`src/rtl/relu_pack_ctrl_pkg.sv`:
```
// Shared types and sizes for the accumulator-to-feature-map output sequencer.
// Imported by the controller and its ReLU/clamp stage.
package relu_pack_ctrl_pkg;

    localparam int ACC_W   = 32;
    localparam int SHIFT_W = 5;
    localparam int LANES   = 4;
    localparam int LANE_W  = $clog2(LANES);

    typedef enum logic [1:0] {
        ST_IDLE  = 2'd0,
        ST_RUN   = 2'd1,
        ST_DRAIN = 2'd2
    } state_t;

endpackage

```
`src/rtl/relu_pack_ctrl_relu8b.sv`:
```
// Combinational shift, ReLU and 8-bit saturation of one accumulator.
// Negative inputs map to zero before any shifting is considered.
module relu_pack_ctrl_relu8b
    import relu_pack_ctrl_pkg::*;
(
    input  logic [ACC_W-1:0]   i_acc,
    input  logic [SHIFT_W-1:0] i_shift,
    output logic [7:0]         o_y
);

    logic [ACC_W-1:0] w_shifted;

    assign w_shifted = i_acc >> i_shift;

    always_comb begin
        if (i_acc[ACC_W-1]) begin
            o_y = 8'h00;
        end else if (|w_shifted[ACC_W-1:8]) begin
            o_y = 8'hFF;
        end else begin
            o_y = w_shifted[7:0];
        end
    end

endmodule

```
`src/rtl/relu_pack_ctrl.sv`:
```
// Output-stage sequencer: pulls accumulators, applies ReLU/clamp,
// packs four bytes per word and streams the words out.
module relu_pack_ctrl
    import relu_pack_ctrl_pkg::*;
#(
    parameter int LEN_W = 16
) (
    input  logic               clk,
    input  logic               rst,
    input  logic               start,
    input  logic [SHIFT_W-1:0] cfg_shift,
    input  logic [LEN_W-1:0]   cfg_len,
    output logic               busy,
    output logic               done,
    input  logic               acc_valid,
    input  logic [ACC_W-1:0]   acc_data,
    output logic               acc_ready,
    output logic               out_valid,
    output logic [ACC_W-1:0]   out_data,
    output logic [LANES-1:0]   out_be,
    output logic               out_last,
    input  logic               out_ready
);

    state_t             r_state;
    state_t             w_state_nx;
    logic [SHIFT_W-1:0] r_shift;
    logic [LEN_W-1:0]   r_remaining;
    logic [LANE_W-1:0]  r_lane;
    logic [ACC_W-1:0]   r_pack;
    logic [LANES-1:0]   r_be;
    logic [ACC_W-1:0]   r_out_data;
    logic [LANES-1:0]   r_out_be;
    logic               r_out_valid;
    logic               r_out_last;
    logic               r_done;

    logic [7:0]         w_byte;
    logic               w_start_ok;
    logic               w_xfer;
    logic               w_final;
    logic               w_word;
    logic               w_out_hs;
    logic               w_done_set;
    logic [ACC_W-1:0]   w_pack_nx;
    logic [LANES-1:0]   w_be_nx;

    relu_pack_ctrl_relu8b u_relu8b (
        .i_acc   (acc_data),
        .i_shift (r_shift),
        .o_y     (w_byte)
    );

    assign w_start_ok = (r_state == ST_IDLE) && start;
    assign acc_ready  = (r_state == ST_RUN) && (!r_out_valid || out_ready);
    assign w_xfer     = acc_valid && acc_ready;
    assign w_final    = (r_remaining == LEN_W'(1));
    assign w_word     = w_xfer && ((r_lane == LANE_W'(LANES - 1)) || w_final);
    assign w_out_hs   = r_out_valid && out_ready;
    assign w_pack_nx  = r_pack | (ACC_W'(w_byte) << {r_lane, 3'b000});
    assign w_be_nx    = r_be | (LANES'(1) << r_lane);

    assign busy      = (r_state != ST_IDLE);
    assign done      = r_done;
    assign out_valid = r_out_valid;
    assign out_data  = r_out_data;
    assign out_be    = r_out_be;
    assign out_last  = r_out_last;

    always_ff @(posedge clk or posedge rst) begin
        if (rst) begin
            r_state <= ST_IDLE;
        end else begin
            r_state <= w_state_nx;
        end
    end

    always_comb begin
        w_state_nx = r_state;
        w_done_set = 1'b0;
        unique case (r_state)
            ST_IDLE: begin
                if (start) begin
                    if (cfg_len != '0) begin
                        w_state_nx = ST_RUN;
                    end else begin
                        w_done_set = 1'b1;
                    end
                end
            end
            ST_RUN: begin
                if (w_xfer && w_final) begin
                    w_state_nx = ST_DRAIN;
                end
            end
            ST_DRAIN: begin
                if (w_out_hs && r_out_last) begin
                    w_done_set = 1'b1;
                    w_state_nx = ST_IDLE;
                end
            end
            default: w_state_nx = ST_IDLE;
        endcase
    end

    always_ff @(posedge clk or posedge rst) begin
        if (rst) begin
            r_shift     <= '0;
            r_remaining <= '0;
            r_lane      <= '0;
            r_pack      <= '0;
            r_be        <= '0;
            r_out_data  <= '0;
            r_out_be    <= '0;
            r_out_valid <= 1'b0;
            r_out_last  <= 1'b0;
            r_done      <= 1'b0;
        end else begin
            r_done <= w_done_set;
            if (w_start_ok) begin
                r_shift     <= cfg_shift;
                r_remaining <= cfg_len;
                r_lane      <= '0;
                r_pack      <= '0;
                r_be        <= '0;
            end else if (w_xfer) begin
                r_remaining <= r_remaining - LEN_W'(1);
                if (w_word) begin
                    r_lane <= '0;
                    r_pack <= '0;
                    r_be   <= '0;
                end else begin
                    r_lane <= r_lane + LANE_W'(1);
                    r_pack <= w_pack_nx;
                    r_be   <= w_be_nx;
                end
            end
            // a load may coincide with the handshake of the previous word
            if (w_word) begin
                r_out_valid <= 1'b1;
                r_out_data  <= w_pack_nx;
                r_out_be    <= w_be_nx;
                r_out_last  <= w_final;
            end else if (w_out_hs) begin
                r_out_valid <= 1'b0;
            end
        end
    end

endmodule

```
`config.mk`:
```
export PLATFORM = sky130hd
export DESIGN_NAME = relu_pack_ctrl
export DESIGN_NICKNAME = d
export VERILOG_FILES = /design/src/rtl/relu_pack_ctrl_pkg.sv /design/src/rtl/relu_pack_ctrl_relu8b.sv /design/src/rtl/relu_pack_ctrl.sv
export SDC_FILE = /design/constraint.sdc
export NUM_CORES = 1
export LEC_CHECK = 0
export CAP_MARGIN = 20
export CORE_MARGIN = 2
export CORE_UTILIZATION = 30
export DETAILED_ROUTE_END_ITERATION = 10
export GPL_TIMING_DRIVEN = 0
export PLACE_DENSITY = 0.5
export SLEW_MARGIN = 20
export SYNTH_ARGS = -nofsm -noshare
export SYNTH_HDL_FRONTEND = slang
export SYNTH_SLANG_ARGS = --single-unit
```
`constraint.sdc`:
```
create_clock -name clk -period 4.4 [get_ports clk]
set_input_delay 0.88 -clock clk [delete_from_list [all_inputs] [get_ports clk]]
set_output_delay 0.88 -clock clk [all_outputs]
set_load 0.005 [all_outputs]
```
After elaboration in Yosys (flattened, before gate mapping)
Cells that the tools add are included.

Output and inout bits: 41. Word-level logic and storage cells: 67. Bits in registers: 100.

Reduce and logical (&&, ||, !) cells: 17. Equality and inequality tests: 8. Shift-type cells: 3. $add $sub $neg: 2. Multiplexer cells: 24. Bitwise gates (word level): 2.

Operators with widths (number): two-way mux 32 bit (3); two-way mux 16 bit (2); OR 32 bit (1); << shifter 8 x 5 -> 32 bit (1); >> shifter 32 x 5 -> 32 bit (1); OR reduction 24 bit (1); == test 16 x 1 -> 1 bit (second input constant) (1); two-way mux 8 bit (2); nonzero test 16 bit (1); subtractor 16 x 1 -> 16 bit (second input constant) (1); two-way mux 2 bit (7); two-way mux 4 bit (3); logical AND 1 bit (7); one-hot mux 2 bit (3 select lines) (1); nonzero test 2 bit (3); two-way mux 1 bit (5); == test 2 bit (second input constant) (2); != test 2 x 1 -> 1 bit (second input constant) (2); != test 2 bit (second input constant) (2); OR 4 bit (1); AND reduction 4 bit (1); << shifter 1 x 2 -> 4 bit (first input constant) (1); adder 2 x 1 -> 2 bit (second input constant) (1); == test 2 x 1 -> 1 bit (second input constant) (1); 4 further kinds (5).

Logic depth before layout (Yosys ltp)
Word-level depth: 9. Mapped depth: 10.

By module
From an unflattened synthesis, not the netlist that was laid out.

Cell total of the unflattened synthesis: 677. Area total of the unflattened synthesis: 6412.4 µm².

Modules (own cells, without submodules): relu_pack_ctrl (cells an instance 488, sequential area each 2502.4 µm², area an instance 4717.0 µm², times used 1); relu_pack_ctrl_relu8b (cells an instance 189, sequential area each 0.0 µm², area an instance 1695.4 µm², times used 1).

Worst setup path before layout
No wires, ideal clock.

Path type: input to register. Start: in acc_data[31]. End: reg r_out_data[10] (netlist: out_data[10]). Stages: 8. Slack: 1.342 ns. Setup time: 0.136 ns. Arrival: 2.923 ns. Buffers on the path: 1. Cell sequence: clkbuf_1 -> mux4_2 -> mux2i_1 -> o21ai_1 -> o41ai_2 -> o211ai_1 -> o31ai_4 -> o22ai_1.

Word-level cells in the longest chain between the ends: 6.

RTL lines: start: declaration (RTL line relu_pack_ctrl.sv:16) `input logic [ACC_W-1:0] acc_data,`; >> shifter 32 x 5 -> 32 bit (RTL line relu_pack_ctrl_relu8b.sv:13) `assign w_shifted = i_acc >> i_shift;`; OR reduction 24 bit (RTL line relu_pack_ctrl_relu8b.sv:18) `end else if (|w_shifted[ACC_W-1:8]) begin`; two-way mux 8 bit (RTL line relu_pack_ctrl_relu8b.sv:18); two-way mux 8 bit (*) (RTL line relu_pack_ctrl_relu8b.sv:16) `if (i_acc[ACC_W-1]) begin`; << shifter 8 x 5 -> 32 bit (*) (RTL line relu_pack_ctrl.sv:60) `assign w_pack_nx = r_pack | (ACC_W'(w_byte) << {r_lane, 3'b000});`; OR 32 bit (*) (RTL line relu_pack_ctrl.sv:60); end signal: assignment (RTL line relu_pack_ctrl.sv:141) `r_out_data <= w_pack_nx;`; end: declaration (RTL line relu_pack_ctrl.sv:32) `logic [ACC_W-1:0] r_out_data;`.

Mark *: on every way between the ends. The rest lies on a longest branch, timed or not. A chain may end at the register's enable or synchronous reset.

Worst setup path after layout
Start: in acc_data[30]. End: reg r_out_data[20] (netlist: out_data[20]).

Word-level cells in the longest chain between the ends: 6.

RTL lines (RTL line): >> shifter 32 x 5 -> 32 bit (*) (relu_pack_ctrl_relu8b.sv:13); OR reduction 24 bit (relu_pack_ctrl_relu8b.sv:18); two-way mux 8 bit (*) (relu_pack_ctrl_relu8b.sv:18); two-way mux 8 bit (*) (relu_pack_ctrl_relu8b.sv:16); << shifter 8 x 5 -> 32 bit (*) (relu_pack_ctrl.sv:60); OR 32 bit (*) (relu_pack_ctrl.sv:60).

Marked as above.

==> out/qor.yml <==
floorplan:
  core_mm2: 0.0195
  die_x_um: 145
  row_count: 51
  die_h_um: 145
  io_pins: 99
  initial_core_util_pct: 30.6
  dieArea_mm2: 0.0210
critical_path:
  arrival_ns: 3.91
  start_kind: "primary input"
  crit_start: "acc_data[30]"
  timing.rr.start: "r_shift[2]$_DFFE_PP0P_"
  critPathKind: "primary input to flip-flop"
  worstPathRequired_ns: 4.61
  critical_path.max_fanout: 8
  endpoint_kind: "flip-flop"
timing:
  finalSetupViolCount: 0
  fin_tns_setup_ns: 0
  hold_viol_final: 0
  skew_ns: 0.00738
  worst_pin_slew_ns: 0.778
  drv_slew: 0
  period_share_pct: 84.0
  hold_ws_ns: 0.489
  max_freq_mhz: 271
  fin_crit_ns: 3.70
  relSlewSlack_pct: 47.8
  rsz0062_at_grt: "no"
hold_path:
  hold_start: "r_be[3]$_DFFE_PP0P_"
  min_path_type: "flip-flop to flip-flop"
placement:
  placed_area_mm2: 0.00730
  dp_hpwl_um: 13200
  portBuffers: 97
  routabilityCongestion: 0.868
logic_synthesis:
  yosysWarnings: 0
  ys.flop_type: "dfrtp_1"
  synth_area_mm2: 0.00596
  yosysTopAreaCell: "dfrtp_1"
  yosysSeqAreaShare_pct: 42.0
  synthTopCellsByCount: "100 x dfrtp_1, 98 x nor2_1, 80 x nand2_1"
  synth_edf_count: 0
  syn_area_per_cell_um2: 9.59
  synthTopCellsByArea: "dfrtp_1 42%, mux4_2 11%, nor2_1 6.2%"
  synthMostInstantiatedCell: "dfrtp_1"
  synth_top_area_share_pct: 42.0
  async_reset_ff_share_pct: 100
  syn_inst: 622
  ys_types: 56
  syn-num-nets: 686
  synth-seq-cells: 100
power:
  total_power_mw: 5.30
  vdd_drop_max_mv: 0.216
  p_leak_nw: 3.04
  p_per_area_mw_per_mm2: 699
run_status:
  status: "finished clean"
final_layout:
  syn_to_final_growth_pct: 27.1
  diodes: 0
  nNetsFinal: 795
  design_area_mm2: 0.00758
  final_layout_size_suffix_gt1_share_pct: 10.9
clock_network:
  hold_buffers: 0
  cts-htree-levels: 3
  cts_tree: "built"
  clk_latency_ns: 0.35
  cts_resized: 0
  cts-buffers-inserted: 9
  cts.clk_slew.worst_paths_ns: 0.07
  cts.sinks: 100
  cts_setup_buffers: 0
  cts_root_buf: "clkbuf_16"
  clk_path_buf_depth: 2
global_route:
  grt_max_degree: 78
  grt_pass1_vias: 5141
  antenna_found_initial: 0
  grt_pass1_wl_um: 28600
  grt-ovfl-total: 0
  grt_use_total_pct: 16.8
route:
  drt_iter0_drc: 419
  dr_total_vias: 5302
  drc: 0
  avgViaCountPerCell: 5.30
  wl_per_cell_um: 17.5
  wl_um: 17500
  antenna_left: 0
  dr.pass1.iters: 5
job:
  maxCapViolCount: 0
==> layout make-up <==
cell class,count,area (um^2)
well taps,265,332
multi-input cells,471,3250
plain buffers,35,154
clock buffers,9,225
inverters,16,65.1
clock inverters,7,56.3
repair buffers,98,998
flip-flops and latches,100,2500
fillers,1954,11900
==> critical path, stage by stage <==
cell	delay (ns)
clkdlybuf4s50_1	0.57
mux4_2	0.52
mux2i_1	0.26
o21ai_1	0.21
o31ai_4	0.30
nand4_4	0.29
o31ai_4	0.67
o22ai_1	0.19
==> worst paths after layout <==
check | endpoint | slack [ns] | cells after the start
max | out_data[20]$_DFFE_PP0P_ | 0.70 | 8
min | r_be[3]$_DFFE_PP0P_ | 0.49 | 1
max reg2reg | out_data[13]$_DFFE_PP0P_ | 1.02 | 9
min reg2reg | r_be[3]$_DFFE_PP0P_ | 0.49 | 1
max in group asynchronous | out_data[10]$_DFFE_PP0P_ | 2.92 | 3
min in group asynchronous | out_valid$_DFFE_PP0P_ | 0.85 | 2
==> cells by family after synthesis <==
| group | after synthesis | share of synthesized area, % |
|---|---|---|
| AO/OA/AOI/OAI | 158 | 18.3 |
| XOR/XNOR | 5 | 0.734 |
| adder cells (fa/ha/maj) | 6 | 1.26 |
| buffers and inverters | 51 | 3.59 |
| flip-flops | 100 | 42.0 |
| multiplexers | 57 | 15.6 |
| AND/OR/NAND/NOR | 245 | 18.5 |
==> state kept, by name, indices dropped and copies added (netlist names) <==
signal and flops:
out_last 1, out_valid 1, out_be 4, r_shift 5, r_pack 32, r_lane 2, r_state 2, r_remaining 16
done 1, out_data 32, r_be 4
==> per-layer routing <==
layer  track usage (%)  share of wire (%)  vias up
met5                 0                  0        -
met4              2.87               0.80        0
met3              3.96                5.8       11
met2              25.8                 45      190
met1              24.6                 48     2612
li1                  -                  -     2489
==> power by group <==
group	switching, mW	internal [mW]
Combinational	1.60	1.32
Clock	0.374	0.393
Sequential	0.268	1.34
Total	2.24	3.06
==> cell usage in the layout, fill, tap and decap left out, types with 5 or more instances in the layout <==
cell type        instances
nor2_1                  98
nand2_1                 80
a211oi_1                 7
nand3_1                 14
mux2_2                   8
inv_1                   13
clkbuf_16                9
o22ai_1                 34
nor2b_1                 11
dfrtp_1                100
buf_1                    5
o31ai_4                  7
clkdlybuf4s50_1         97
o32ai_1                  5
clkbuf_1                22
nand4_1                  5
o21ai_1                 35
nand2b_1                 6
buf_2                    6
nor4_1                   8
ha_1                     6
mux4_2                  28
a21oi_1                 20
o211ai_1                 9
o21ai_0                 17
mux2i_1                 21
==> metrics by stage <==
stage	worst slack, ns	std cells	util, %
floorplan	0.901	622	-
global placement	-0.605	984	37.3
detailed placement	0.375	985	37.5
CTS	0.753	1001	39.0
global route	0.531	1001	39.0
finish	0.704	1001	39.0
No activity file was read; power rests on OpenSTA's default activity.
